### src/rtl/programmable_tick_gen.sv
// Programmable multi-channel tick generator.
// Each channel counts clk cycles against a programmable period and emits a
// one-cycle tick at every wrap (periodic mode) or once (one-shot mode).
// Period writes land in a shadow register and only reach the active period
// at a start or at the next wrap, so a running period is never disturbed.
module programmable_tick_gen #(
    parameter int WIDTH          = 20,
    parameter int CHANNELS       = 4,
    parameter int DEFAULT_PERIOD = 1000000,
    localparam int CH_W          = (CHANNELS > 1) ? $clog2(CHANNELS) : 1
) (
    input  logic                clk,
    input  logic                rst,
    input  logic                wr_en,
    input  logic [CH_W-1:0]     wr_ch,
    input  logic [WIDTH-1:0]    wr_period,
    input  logic [CHANNELS-1:0] start,
    input  logic [CHANNELS-1:0] stop,
    input  logic [CHANNELS-1:0] oneshot,
    output logic [CHANNELS-1:0] tick,
    output logic [CHANNELS-1:0] running
);

    localparam logic [WIDTH-1:0] DEF_PERIOD = WIDTH'(DEFAULT_PERIOD);

    // A zero period is meaningless and is dropped. Out-of-range channel
    // indices are dropped implicitly because no channel decodes them.
    logic wr_valid;
    assign wr_valid = wr_en && (wr_period != '0);

    for (genvar gi = 0; gi < CHANNELS; gi++) begin : g_ch
        logic [WIDTH-1:0] shadow_reg, shadow_next;
        logic [WIDTH-1:0] active_reg, active_next;
        logic [WIDTH-1:0] count_reg, count_next;
        logic             mode_reg, mode_next;
        logic             run_reg, run_next;
        logic             tick_reg, tick_next;
        logic             wr_hit;
        logic             terminal;

        assign wr_hit   = wr_valid && (wr_ch == CH_W'(gi));
        assign terminal = run_reg && (count_reg == active_reg - WIDTH'(1));

        // Next-state: stop beats start, start beats terminal count, and the
        // shadow value seen by start/wrap already includes a same-edge write.
        always_comb begin
            shadow_next = wr_hit ? wr_period : shadow_reg;
            active_next = active_reg;
            count_next  = count_reg;
            mode_next   = mode_reg;
            run_next    = run_reg;
            tick_next   = 1'b0;
            if (stop[gi]) begin
                run_next   = 1'b0;
                count_next = '0;
            end else if (start[gi]) begin
                active_next = shadow_next;
                mode_next   = oneshot[gi];
                count_next  = '0;
                run_next    = 1'b1;
            end else if (terminal) begin
                count_next  = '0;
                active_next = shadow_next;
                tick_next   = 1'b1;
                if (mode_reg) begin
                    run_next = 1'b0;
                end
            end else if (run_reg) begin
                count_next = count_reg + WIDTH'(1);
            end
        end

        // Channel state register; reset aborts any period in flight.
        always_ff @(posedge clk or negedge rst) begin
            if (!rst) begin
                shadow_reg <= DEF_PERIOD;
                active_reg <= DEF_PERIOD;
                count_reg  <= '0;
                mode_reg   <= 1'b0;
                run_reg    <= 1'b0;
                tick_reg   <= 1'b0;
            end else begin
                shadow_reg <= shadow_next;
                active_reg <= active_next;
                count_reg  <= count_next;
                mode_reg   <= mode_next;
                run_reg    <= run_next;
                tick_reg   <= tick_next;
            end
        end

        assign tick[gi]    = tick_reg;
        assign running[gi] = run_reg;
    end

endmodule

### config.mk
export PLATFORM = sky130hd
export DESIGN_NAME = programmable_tick_gen
export DESIGN_NICKNAME = d
export VERILOG_FILES = /design/src/rtl/programmable_tick_gen.sv
export SDC_FILE = /design/constraint.sdc
export NUM_CORES = 1
export LEC_CHECK = 0
export ABC_CLOCK_PERIOD_IN_PS = 4500
export BUFFER_PORTS_ARGS = -buffer_cell sky130_fd_sc_hd__buf_2
export CAP_MARGIN = 0
export CORE_MARGIN = 4
export CORE_UTILIZATION = 40
export CTS_BUF_LIST = sky130_fd_sc_hd__clkbuf_2 sky130_fd_sc_hd__clkbuf_4 sky130_fd_sc_hd__clkbuf_8
export CTS_CLUSTER_DIAMETER = 30
export DETAILED_ROUTE_END_ITERATION = 8
export PLACE_DENSITY_LB_ADDON = 0.1
export SKIP_CTS_REPAIR_TIMING = 1
export SLEW_MARGIN = 20
export SYNTH_ARGS = -nofsm -noshare
export SYNTH_HDL_FRONTEND = slang
export SYNTH_SLANG_ARGS = --single-unit
### constraint.sdc
create_clock -name clk -period 4.5 [get_ports clk]
set_input_delay 0.45 -clock clk [delete_from_list [all_inputs] [get_ports clk]]
set_output_delay 0.45 -clock clk [all_outputs]
set_load 0.05 [all_outputs]
Yosys cells after proc, flatten, opt, wreduce, memory -nomap -nowiden
Index checks and enable logic that the tools add are counted.
{ "totals": {"input_bits": 37, "output_inout_bits": 8, "ff_bits": 252, "wordCells": 138} }
{ "classes": {"bitwise": 4, "n_reduce_logical": 39, "n_eq_ne": 7, "n_mux": 56, "addsub": 8} }
{ "op_table": {"columns": ["operator", "count"], "rows": [
  ["20-bit two-way mux", 28],
  ["20-bit by 1-bit adder with 20-bit output (second input constant)", 4],
  ["20-bit equality test", 4],
  ["20-bit by 1-bit subtractor with 20-bit output (second input constant)", 4],
  ["1-bit two-way mux", 28],
  ["2-bit AND reduction", 12],
  ["3-bit nonzero test", 8],
  ["20-bit nonzero test", 1],
  ["4-bit nonzero test", 4],
  ["1-bit logical AND", 9],
  ["2-bit nonzero test", 4],
  ["2-bit equality test (second input constant)", 2],
  ["1-bit NOT", 4],
  ["2-bit by 1-bit equality test with 1-bit output (second input constant)", 1],
  ["2-bit logical NOT", 1]
]} }

Longest topological paths before layout
Gate-level depths: netlist of run 1.
{ "logic_depth": {"word_depth": 6, "depth_mapped": 12, "ltp_nobuf": 11} }

Worst setup path after synthesis of run 1
No wires, ideal clock.
{ "synth_path": {"kind": "register to register", "from": "register g_ch[0].active_reg[0]", "to": "register g_ch[0].active_reg[0]", "required_time_ns": 4.373, "path_stages_with_launch": 13, "t_arrival_ns": 3.174, "setup_ns": 0.127, "path_slack_ns": 1.198, "period_less_slack_ns": 3.302, "path_buffers": 1, "path_cell_list": "dfrtp_1 inv_1 ha_1 or3b_2 nor2_1 nand4_1 nand4bb_1 o211ai_1 a21oi_1 or3_1 a21oi_2 buf_6 mux2_1"} }
{ "synth_between": {"elab_chain_len": 5} }
{ "synth_rtl": {"columns": ["element", "line_no", "source"], "rows": [
  ["from (decl)", "33", "logic [WIDTH-1:0] active_reg, active_next;"],
  ["from (signal assigned)", "84", "active_reg <= active_next;"],
  ["20-bit by 1-bit subtractor with 20-bit output", "42", "assign terminal = run_reg && (count_reg == active_reg - WIDTH'(1));"],
  ["20-bit equality test", "42", null],
  ["1-bit logical AND", "42", null],
  ["2-bit nonzero test (no line)", null, null],
  ["2-bit AND reduction (no line)", null, null]
]} }
No other way between the ends.
A chain may end at the register's enable or synchronous reset.

Worst setup path after layout of run 1
{ "layout_path": {"from": "register g_ch[0].active_reg[0]", "to": "register g_ch[0].active_reg[15]"} }
Same word-level chain as after synthesis.

==> results.md, run 1 <==
- Status: complete, but fails checks
- Post-synthesis cell count: 1244
- Number of global-route vias before repair: 9690
- Area of the core: 32500 um2
- WP data arrival: 4.24 ns
- GR Util All Layers: 17.5%
- Sink Count: 252
- Ys flop type: dfrtp_1
- Largest net degree at the start of global routing: 123
- Layout cells sized above 1: 28.0%
- Final setup fails: 0
- Violated checks: negative hold slack
- Die width: 190 um
- Remaining DRCs: 0
- Clk_lat worst skew: 0.59 ns
- Total number of vias: 9394
- Synth warn: 0
- WP data required: 4.95 ns
- Number of vias per cell: 5.18
- R2R setup slack: 0.71 ns
- Total power: 7.82 mW
- Int Power: 5.65 mW
- Final WL: 30700 um
- Crit Path Max Fanout: 20
- Total grt overflow: 0
- Antenna-violating nets left: 0
- Die H: 190 um
- Final hold violations: 42
- Synthesized area per cell: 10.6 um2
- RSZ-0062 raised after global routing: no
- Htree depth: 3
- Worst setup margin: 0.708 ns
- Clock Path Buffers: 3
- TritonCTS clock tree: done
- Sequential Power Share: 39.1%
- Flip-flop and latch count after synthesis: 252
- Max-cap violations: 0
- Max Fclk: 264 MHz
- Port bufs: 44
- Initial core utilization: 40.6%
- Crit. End Element: flop
- First-pass GRT wire length: 51000 um
- Slew @ Worst Pin: 1.04 ns
- Initial antenna violation count: 2
- Crit path time final: 3.79 ns
- Peak VDD IR: 0.311 mV
- CTS clk-pin slew, worst paths: 0.06 ns
- Switch share: 27.8%
- Setup Skew: 0.0299 ns
- Combinational power share: 16.2%
- Tightest Hold Check Type: primary input to async pin
- Number of synthesized flops with an enable pin: 0
- Row count: 66
- Clock group share of total power: 44.7%
- Synth async-reset ratio: 100%
- Area Overhead vs Synth: 17.1%
- Final setup TNS: 0 ns
- Num CTS Buffers: 67
- LEAKAGE: 6.28 nW
- CTS Root Cell: clkbuf_8
- Die area: 36000 um2
- Mapped Area: 13200 um2
- Netlist cell types: 63
- Gpl congestion: 0.811
- Most frequent cells in the layout: dfrtp_1, nor2_1, mux2_2
- DPL Wire Length: 21100 um
- Pwr per Cell Area: 505 nW/um2
- Mapped Nets: 1289
- Post-layout nets: 1361
- First-pass iteration count of the detailed router: 5
- Fillers: 3134
- Setup CP Type: flop to flop
- Worst Setup Start Kind: flop
- Routed wire length per instance: 16.9 um
- Max-slew headroom: 30.4%
- P_sw: 2.17 mW
- Worst hold slack: -0.0543 ns
- Seq/Total Area, Yosys: 48.2%
- # IOs: 45
- Initial DRC count: 438
- Final worst-path cycle share: 84.3%
- Max-slew violations: 0
- Most common cell after layout, fill and taps aside: dfrtp_1
- Place WS: 0.713 ns
[metrics by stage]
stage                     instances  hold slack (ns)  instance area (um2)  utilization (%)
after floorplan                1244            0.154                13200                -
after global placement         1689            0.452                13800             42.6
after detailed placement       1689            0.464                13800             42.6
after CTS                      1812          -0.0253                15500             47.6
after global routing           1812           0.0215                15500             47.6
final                          1813          -0.0543                15500             47.6
[cells by family after synthesis]
kind of cell | after synthesis | share of synthesized area (%)
flops | 252 | 48.2
xor+xnor | 171 | 11.3
fa+ha+maj | 8 | 0.757
simple gates | 455 | 17.4
compound gates | 109 | 5.16
mux | 170 | 14.5
buf+inv | 79 | 2.66
[critical path, stage by stage (launching register included)]
cell,delay [ns]
dfrtp_1,0.42
inv_1,0.09
ha_1,0.28
or3b_2,0.52
nor2_1,0.41
nand4_1,0.26
nand4bb_1,0.26
o211ai_1,0.10
a21oi_1,0.10
or3_1,0.40
a21oi_2,0.15
buf_4,0.29
mux2_1,0.35
[final timing paths]
| kind | from | end | depth (start not counted) |
|---|---|---|---|
| setup / recovery | g_ch[0].active_reg[0]$_DFFE_PN0P_ | g_ch[0].active_reg[15]$_DFFE_PN0P_ | 12 |
| hold / removal | rst | g_ch[3].mode_reg$_DFFE_PN0P_ | 1 |
| setup reg to reg | g_ch[0].active_reg[0]$_DFFE_PN0P_ | g_ch[0].active_reg[15]$_DFFE_PN0P_ | 12 |
| hold reg to reg | g_ch[3].mode_reg$_DFFE_PN0P_ | g_ch[3].run_reg$_DFFE_PN0P_ | 1 |
| max in group asynchronous | rst | g_ch[1].count_reg[10]$_DFFE_PN0P_ | 2 |
| min in group clk | start[0] | g_ch[0].count_reg[1]$_DFFE_PN0P_ | 2 |
[synthesized netlist by cell type (5+ instances only)]
| cell type | count | area share [%] |
|---|---|---|
| xor2_1 | 84 | 5.6 |
| inv_1 | 27 | 0.77 |
| mux2_1 | 33 | 2.8 |
| nor3_1 | 39 | 1.5 |
| nand3b_1 | 12 | 0.68 |
| nand2_1 | 74 | 2.1 |
| mux2_2 | 134 | 11 |
| clkbuf_1 | 34 | 0.97 |
| o31ai_1 | 8 | 0.45 |
| o21ai_0 | 32 | 1.2 |
| or3_1 | 11 | 0.52 |
| a31oi_1 | 10 | 0.47 |
| nand2b_1 | 11 | 0.52 |
| buf_2 | 5 | 0.19 |
| ha_1 | 8 | 0.76 |
| or4_1 | 7 | 0.40 |
| buf_4 | 9 | 0.51 |
| nor4_1 | 22 | 1.0 |
| nor2_1 | 138 | 3.9 |
| nand3_1 | 50 | 1.9 |
| xnor2_1 | 87 | 5.8 |
| nand4_1 | 29 | 1.4 |
| nor4b_1 | 12 | 0.79 |
| dfrtp_1 | 196 | 37 |
| a21oi_1 | 27 | 1.0 |
| and3_1 | 21 | 0.99 |
| dfstp_2 | 56 | 11 |
[cell type report]
class / instances / area (um2) / share of cell area (%)
multi-input cells: 913 / 6510 / 42.0
flip-flops and latches: 252 / 6380 / 41.2
clock buffers: 93 / 1200 / 7.74
well taps: 442 / 553 / 3.57
clock inverters: 30 / 430 / 2.78
repair buffers: 55 / 313 / 2.02
inverters: 27 / 101 / 0.655
diodes: 1 / 2.50 / 0.0162
[metal layers]
| metal | GRT usage [%] | vias to the layer above | wire length [um] |
|---|---|---|---|
| met4 | 5.51 | 2 | 670 |
| li1 | - | 4532 | - |
| met5 | 0 | - | 17 |
| met1 | 23.0 | 4637 | 14100 |
| met3 | 5.67 | 61 | 1820 |
| met2 | 27.6 | 162 | 14000 |
[power groups by stage]
| stage | clock network (mW) | logic (mW) | registers (mW) |
|---|---|---|---|
| after detailed placement | 0 | 1.27 | 3.10 |
| final | 3.50 | 1.26 | 3.06 |
| after floorplan | 0 | 1.03 | 2.95 |
| after global routing | 3.72 | 1.43 | 3.12 |
| after global placement | 0 | 1.25 | 3.09 |
| after CTS | 3.61 | 1.28 | 3.07 |
Power figures use the tool's default switching activity.
==> run 2: changes to the inputs <==
--- a/config.mk
+++ b/config.mk
@@ -5,7 +5,7 @@
 export SDC_FILE = /design/constraint.sdc
 export NUM_CORES = 1
 export LEC_CHECK = 0
-export ABC_CLOCK_PERIOD_IN_PS = 4500
+export ABC_CLOCK_PERIOD_IN_PS = 3000
 export BUFFER_PORTS_ARGS = -buffer_cell sky130_fd_sc_hd__buf_2
 export CAP_MARGIN = 0
 export CORE_MARGIN = 4
==> constraint.sdc (replaced) <==
create_clock -name clk -period 3 [get_ports clk]
set_input_delay 0.3 -clock clk [delete_from_list [all_inputs] [get_ports clk]]
set_output_delay 0.3 -clock clk [all_outputs]
set_load 0.05 [all_outputs]
==> results.md, run 2 (synthesis results as in run 1) <==
- Critical R2R Launch: g_ch[0].active_reg[0]$_DFFE_PN0P_
- Hold EP: g_ch[2].tick_reg$_DFF_PN0_
- Peak VDD IR: 0.424 mV
- R2R setup slack: -0.17 ns
- Number of vias per cell: 5.10
- Final WL: 33500 um
- Initial antenna violation count: 1
- Row count: 66
- Gpl congestion: 0.846
- CTS clk-pin slew, worst paths: 0.05 ns
- Clk_lat worst skew: 0.60 ns
- Worst hold stages: 3
- Design Area, Final: 17800 um2
- Area after DPL: 14700 um2
- Worst reg2reg endpoint: g_ch[0].active_reg[7]$_DFFE_PN0P_
- Die width: 190 um
- Max-slew headroom: 44.3%
- Layout cells sized above 1: 41.3%
- Final worst-path cycle share: 106%
- Total power: 13.0 mW
- CTS Root Cell: clkbuf_8
- Initial core utilization: 40.6%
- Antenna-violating nets left: 0
- Final hold violations: 0
- RSZ-0062 raised after global routing: yes
- Tightest Hold Check Type: primary input to flop
- Most frequent cells in the layout: dfrtp_1, nor2_1, mux2_2
- Max Fclk: 315 MHz
- Worst Setup Start Kind: flop
- Clock Path Buffers: 3
- Max-cap violations: 0
- Crit Path Max Fanout: 6
- Num CTS Buffers: 71
- Port bufs: 44
- Initial DRC count: 415
- Remaining DRCs: 0
- Setup Skew: 0.0255 ns
- Fin cells: 1958
- Number of global-route vias before repair: 10100
- Largest net degree at the start of global routing: 101
- Crit. End Element: flop
- Routed wire length per instance: 17.1 um
- # IOs: 45
- Die area: 36000 um2
- Die H: 190 um
- Status: complete, but fails checks
- Sink Count: 252
- Max-slew violations: 0
- Worst hold slack: 0.0491 ns
- Total number of vias: 9987
- TritonCTS clock tree: done
- Worst setup margin: -0.172 ns
- Area Overhead vs Synth: 34.8%
- Cell count after placement: 1783
- Total grt overflow: 0
- R2R cell count: 11
- WP data required: 3.46 ns
- Final setup fails: 61
- Pwr per Cell Area: 731 nW/um2
- Violated checks: negative setup slack
- GR Util All Layers: 18.0%
- Most common cell after layout, fill and taps aside: dfrtp_1
- DPL Wire Length: 21800 um
- First-pass GRT wire length: 52600 um
- LEAKAGE: 7.44 nW
- Crit path time final: 3.17 ns
- Min-delay src: start[2]
- Place WS: -0.275 ns
- Area of the core: 32500 um2
- Htree depth: 3
- First-pass iteration count of the detailed router: 4
- Slew @ Worst Pin: 0.836 ns
- Post-layout nets: 1502
- Setup CP Type: flop to flop
- Fillers: 2880
- WP data arrival: 3.64 ns
## run 2: cell count changes in the layout (fill, tap and decap cells not counted), moves of 10 or more
cell | before | now
mux2_1 | 33 | 5
buf_12 | 0 | 14
dlygate4sd3_1 | 0 | 12
buf_4 | 11 | 103
nor2_2 | 0 | 12
nor2_1 | 138 | 114
mux2_2 | 134 | 106
mux2_4 | 0 | 56
nor2_4 | 0 | 12
clkbuf_16 | 0 | 10
## run 2: worst max path at each step
stage	start	end	slack [ns]	cells past startpoint
floorplan	g_ch[0].active_reg[0]$_DFFE_PN0P_	g_ch[0].active_reg[0]$_DFFE_PN0P_	-0.10	12
global placement	g_ch[0].active_reg[0]$_DFFE_PN0P_	g_ch[0].active_reg[12]$_DFFE_PN0P_	-0.17	10
detailed placement	g_ch[0].active_reg[0]$_DFFE_PN0P_	g_ch[0].active_reg[7]$_DFFE_PN0P_	-0.28	12
CTS	g_ch[0].active_reg[0]$_DFFE_PN0P_	g_ch[0].active_reg[15]$_DFFE_PN0P_	-0.30	12
global route	g_ch[0].active_reg[1]$_DFFE_PN0P_	g_ch[0].active_reg[7]$_DFFE_PN0P_	-0.30	13
finish	g_ch[0].active_reg[0]$_DFFE_PN0P_	g_ch[0].active_reg[7]$_DFFE_PN0P_	-0.17	11
## run 2: layer usage
metal / wire length [um] / vias up / GRT usage (%)
li1: - / 4834 / -
met1: 16000 / 4943 / 24.5
met2: 15500 / 147 / 28.6
met3: 1270 / 61 / 4.20
met4: 798 / 2 / 5.90
met5: 7 / - / 0
## run 2: area by class of cell
class | count | area, um2 | share of cell area (%)
Multi-Input combinational cell | 913 | 7270 | 40.8
Inverter | 27 | 101 | 0.569
Tap cell | 442 | 553 | 3.10
Timing Repair Buffer | 192 | 1760 | 9.89
Clock inverter | 32 | 457 | 2.56
Antenna cell | 1 | 2.50 | 0.0140
Clock buffer | 99 | 1300 | 7.29
Sequential cell | 252 | 6380 | 35.8
## run 2: stage by stage
step | TNS, ns | utilization [%]
after floorplan | -1.74 | -
after global placement | -7.31 | 45.3
after detailed placement | -12.75 | 45.3
after CTS | -14.26 | 50.7
after global routing | -14.95 | 54.8
final | -4.21 | 54.8
## run 2: critical path: stages, from the launching register on
cell,delay (ns)
dfrtp_1,0.40
or4_4,0.57
or2_4,0.30
nor4b_2,0.25
a31oi_1,0.06
o21ai_1,0.19
nand4_1,0.12
or3_4,0.41
a21oi_4,0.17
buf_12,0.14
clkbuf_16,0.15
mux2_4,0.30
## run 2: where the power goes
| part | switching (mW) | leakage, nW | internal [mW] | total (mW) |
|---|---|---|---|---|
| registers | 0.389 | 3.09 | 4.06 | 4.45 |
| clock network | 1.82 | 0.909 | 3.76 | 5.58 |
| logic | 1.40 | 3.44 | 1.60 | 3.00 |
==> run 3: changes to the inputs <==
--- a/config.mk
+++ b/config.mk
@@ -15,6 +15,7 @@
 export DETAILED_ROUTE_END_ITERATION = 8
 export PLACE_DENSITY_LB_ADDON = 0.1
 export SKIP_CTS_REPAIR_TIMING = 1
+export SKIP_LAST_GASP = 1
 export SLEW_MARGIN = 20
 export SYNTH_ARGS = -nofsm -noshare
 export SYNTH_HDL_FRONTEND = slang
==> results.md, run 3 (synthesis results as in run 1) <==
- Final worst-path cycle share: 106%
- Die H: 190 um
- Port bufs: 44
- TritonCTS clock tree: done
- RSZ-0062 raised after global routing: yes
- First-pass iteration count of the detailed router: 6
- Max-slew violations: 0
- Critical path cell sequence: or4_4 > or2_4 > nor4b_2 > a31oi_1 > o21ai_1 > nand4_1 > or3_4 > a21oi_4 > buf_12 > clkbuf_16 > mux2_4
- Worst Setup Start Kind: flop
- Crit path time final: 3.18 ns
- Most frequent cells in the layout: dfrtp_1, nor2_1, mux2_2
- Peak VDD IR: 0.424 mV
- Clock Path Buffers: 3
- Critical R2R Launch: g_ch[0].active_reg[0]$_DFFE_PN0P_
- Row count: 66
- End of the critical path: g_ch[0].active_reg[7]$_DFFE_PN0P_
- Max Fclk: 315 MHz
- Area Overhead vs Synth: 34.7%
- Final Core Density: 54.7%
- Critical Path Stages: 11
- DPL Wire Length: 21800 um
- Routed wire length per instance: 17.1 um
- Remaining DRCs: 0
- Sink Count: 252
- Die width: 190 um
- Die area: 36000 um2
- Setup Skew: 0.0255 ns
- Antenna-violating nets left: 0
- Setup CP Type: flop to flop
- Final setup fails: 67
- CP startpoint: g_ch[0].active_reg[0]$_DFFE_PN0P_
- Tightest Hold Check Type: primary input to flop
- Violated checks: negative setup slack
- CTS clk-pin slew, worst paths: 0.05 ns
- Clk_lat worst skew: 0.60 ns
- Htree depth: 3
- Initial antenna violation count: 1
- Largest net degree at the start of global routing: 101
- Worst hold slack: 0.0499 ns
- Most common cell after layout, fill and taps aside: dfrtp_1
- LEAKAGE: 7.44 nW
- Gpl congestion: 0.846
- Number of buffers and inverters on the critical path: 2
- R2R setup slack: -0.18 ns
- Final hold violations: 0
- Final WL: 33400 um
- GR Util All Layers: 18.0%
- Initial DRC count: 423
- Max-slew headroom: 44.4%
- Pwr per Cell Area: 731 nW/um2
- Number of global-route vias before repair: 10100
- Fillers: 2883
- First-pass GRT wire length: 52600 um
- Worst setup margin: -0.176 ns
- Total grt overflow: 0
- Crit. End Element: flop
- Total number of vias: 9972
- Slew @ Worst Pin: 0.834 ns
- Area of the core: 32500 um2
- CTS Root Cell: clkbuf_8
- Number of vias per cell: 5.09
- WP data arrival: 3.64 ns
- Status: complete, but fails checks
- # IOs: 45
- R2R cell count: 11
- Layout cells sized above 1: 41.3%
- CP max-delay cell: or4_4
- Initial core utilization: 40.6%
- CP peak stage delay: 0.57 ns
- Crit Path Max Fanout: 6
- Post-layout nets: 1502
- WP data required: 3.46 ns
- Num CTS Buffers: 71
- Crit path max-delay family: simple AND/OR/NAND/NOR gates
- Max-cap violations: 0
- Worst reg2reg endpoint: g_ch[0].active_reg[7]$_DFFE_PN0P_
==> run 3: cell count changes in the layout (fill, tap and decap cells not counted) <==
cell / previous run / this run
mux2_4: 56 / 54
a21oi_1: 21 / 22
o21ai_1: 6 / 5
o21ai_0: 26 / 27
mux2_2: 106 / 108
a21oi_2: 4 / 3
==> run 3: final cells by class <==
class / instances / area [um2] / area share (%)
Inverter: 27 / 101 / 0.569
Clock inverter: 32 / 457 / 2.56
Antenna cell: 1 / 2.50 / 0.0140
Clock buffer: 99 / 1300 / 7.30
Tap cell: 442 / 553 / 3.11
Multi-Input combinational cell: 913 / 7260 / 40.8
Sequential cell: 252 / 6380 / 35.8
Timing Repair Buffer: 192 / 1760 / 9.90
==> run 3: worst register-to-register path, delay by kind of cell, from the launching register on <==
family,cells,cell delay (ns)
AOI/OAI and AO/OA,3,0.42
buffers and inverters,2,0.29
DFF,1,0.40
muxes,1,0.30
and+or+nand+nor,5,1.66
==> run 3: layer usage <==
layer,global-route usage (%),up-vias,share of wire (%)
li1,-,4837,-
met1,24.5,4931,47
met2,28.6,139,46
met3,4.20,63,4.4
met4,5.90,2,2.4
met5,0,-,0.021
==> run 3: per-stage QoR <==
| stage | instance area, um2 | std cells | setup slack [ns] | total power [mW] | TNS, ns |
|---|---|---|---|---|---|
| 5_1_grt | 17800 | 1957 | -0.298 | 13.7 | -15.00 |
| 6_report | 17800 | 1958 | -0.176 | 13.0 | -4.38 |
| 3_5_place_dp | 14700 | 1783 | -0.275 | 7.01 | -12.75 |
| 2_1_floorplan | 13300 | 1244 | -0.101 | 5.99 | -1.74 |
| 3_3_place_gp | 14700 | 1783 | -0.168 | 6.97 | -7.31 |
| 4_1_cts | 16500 | 1914 | -0.301 | 12.7 | -14.26 |
==> run 3: how the worst min path moves through the flow <==
| stage | start | endpoint | slack (ns) | depth (start not counted) |
|---|---|---|---|---|
| 2_1_floorplan | rst | g_ch[0].active_reg[0]$_DFFE_PN0P_ | 0.004 | 0 |
| 3_3_place_gp | rst | g_ch[3].run_reg$_DFFE_PN0P_ | 0.40 | 1 |
| 3_5_place_dp | rst | g_ch[3].run_reg$_DFFE_PN0P_ | 0.40 | 1 |
| 4_1_cts | rst | g_ch[3].run_reg$_DFFE_PN0P_ | -0.24 | 1 |
| 5_1_grt | start[2] | g_ch[2].tick_reg$_DFF_PN0_ | 0.04 | 3 |
| 6_report | start[2] | g_ch[2].tick_reg$_DFF_PN0_ | 0.05 | 3 |
==> run 3: power breakdown <==
| part | internal (mW) | leakage (nW) | switching (mW) |
|---|---|---|---|
| clock | 3.76 | 0.909 | 1.82 |
| sequential | 4.06 | 3.09 | 0.388 |
| combinational | 1.60 | 3.43 | 1.39 |
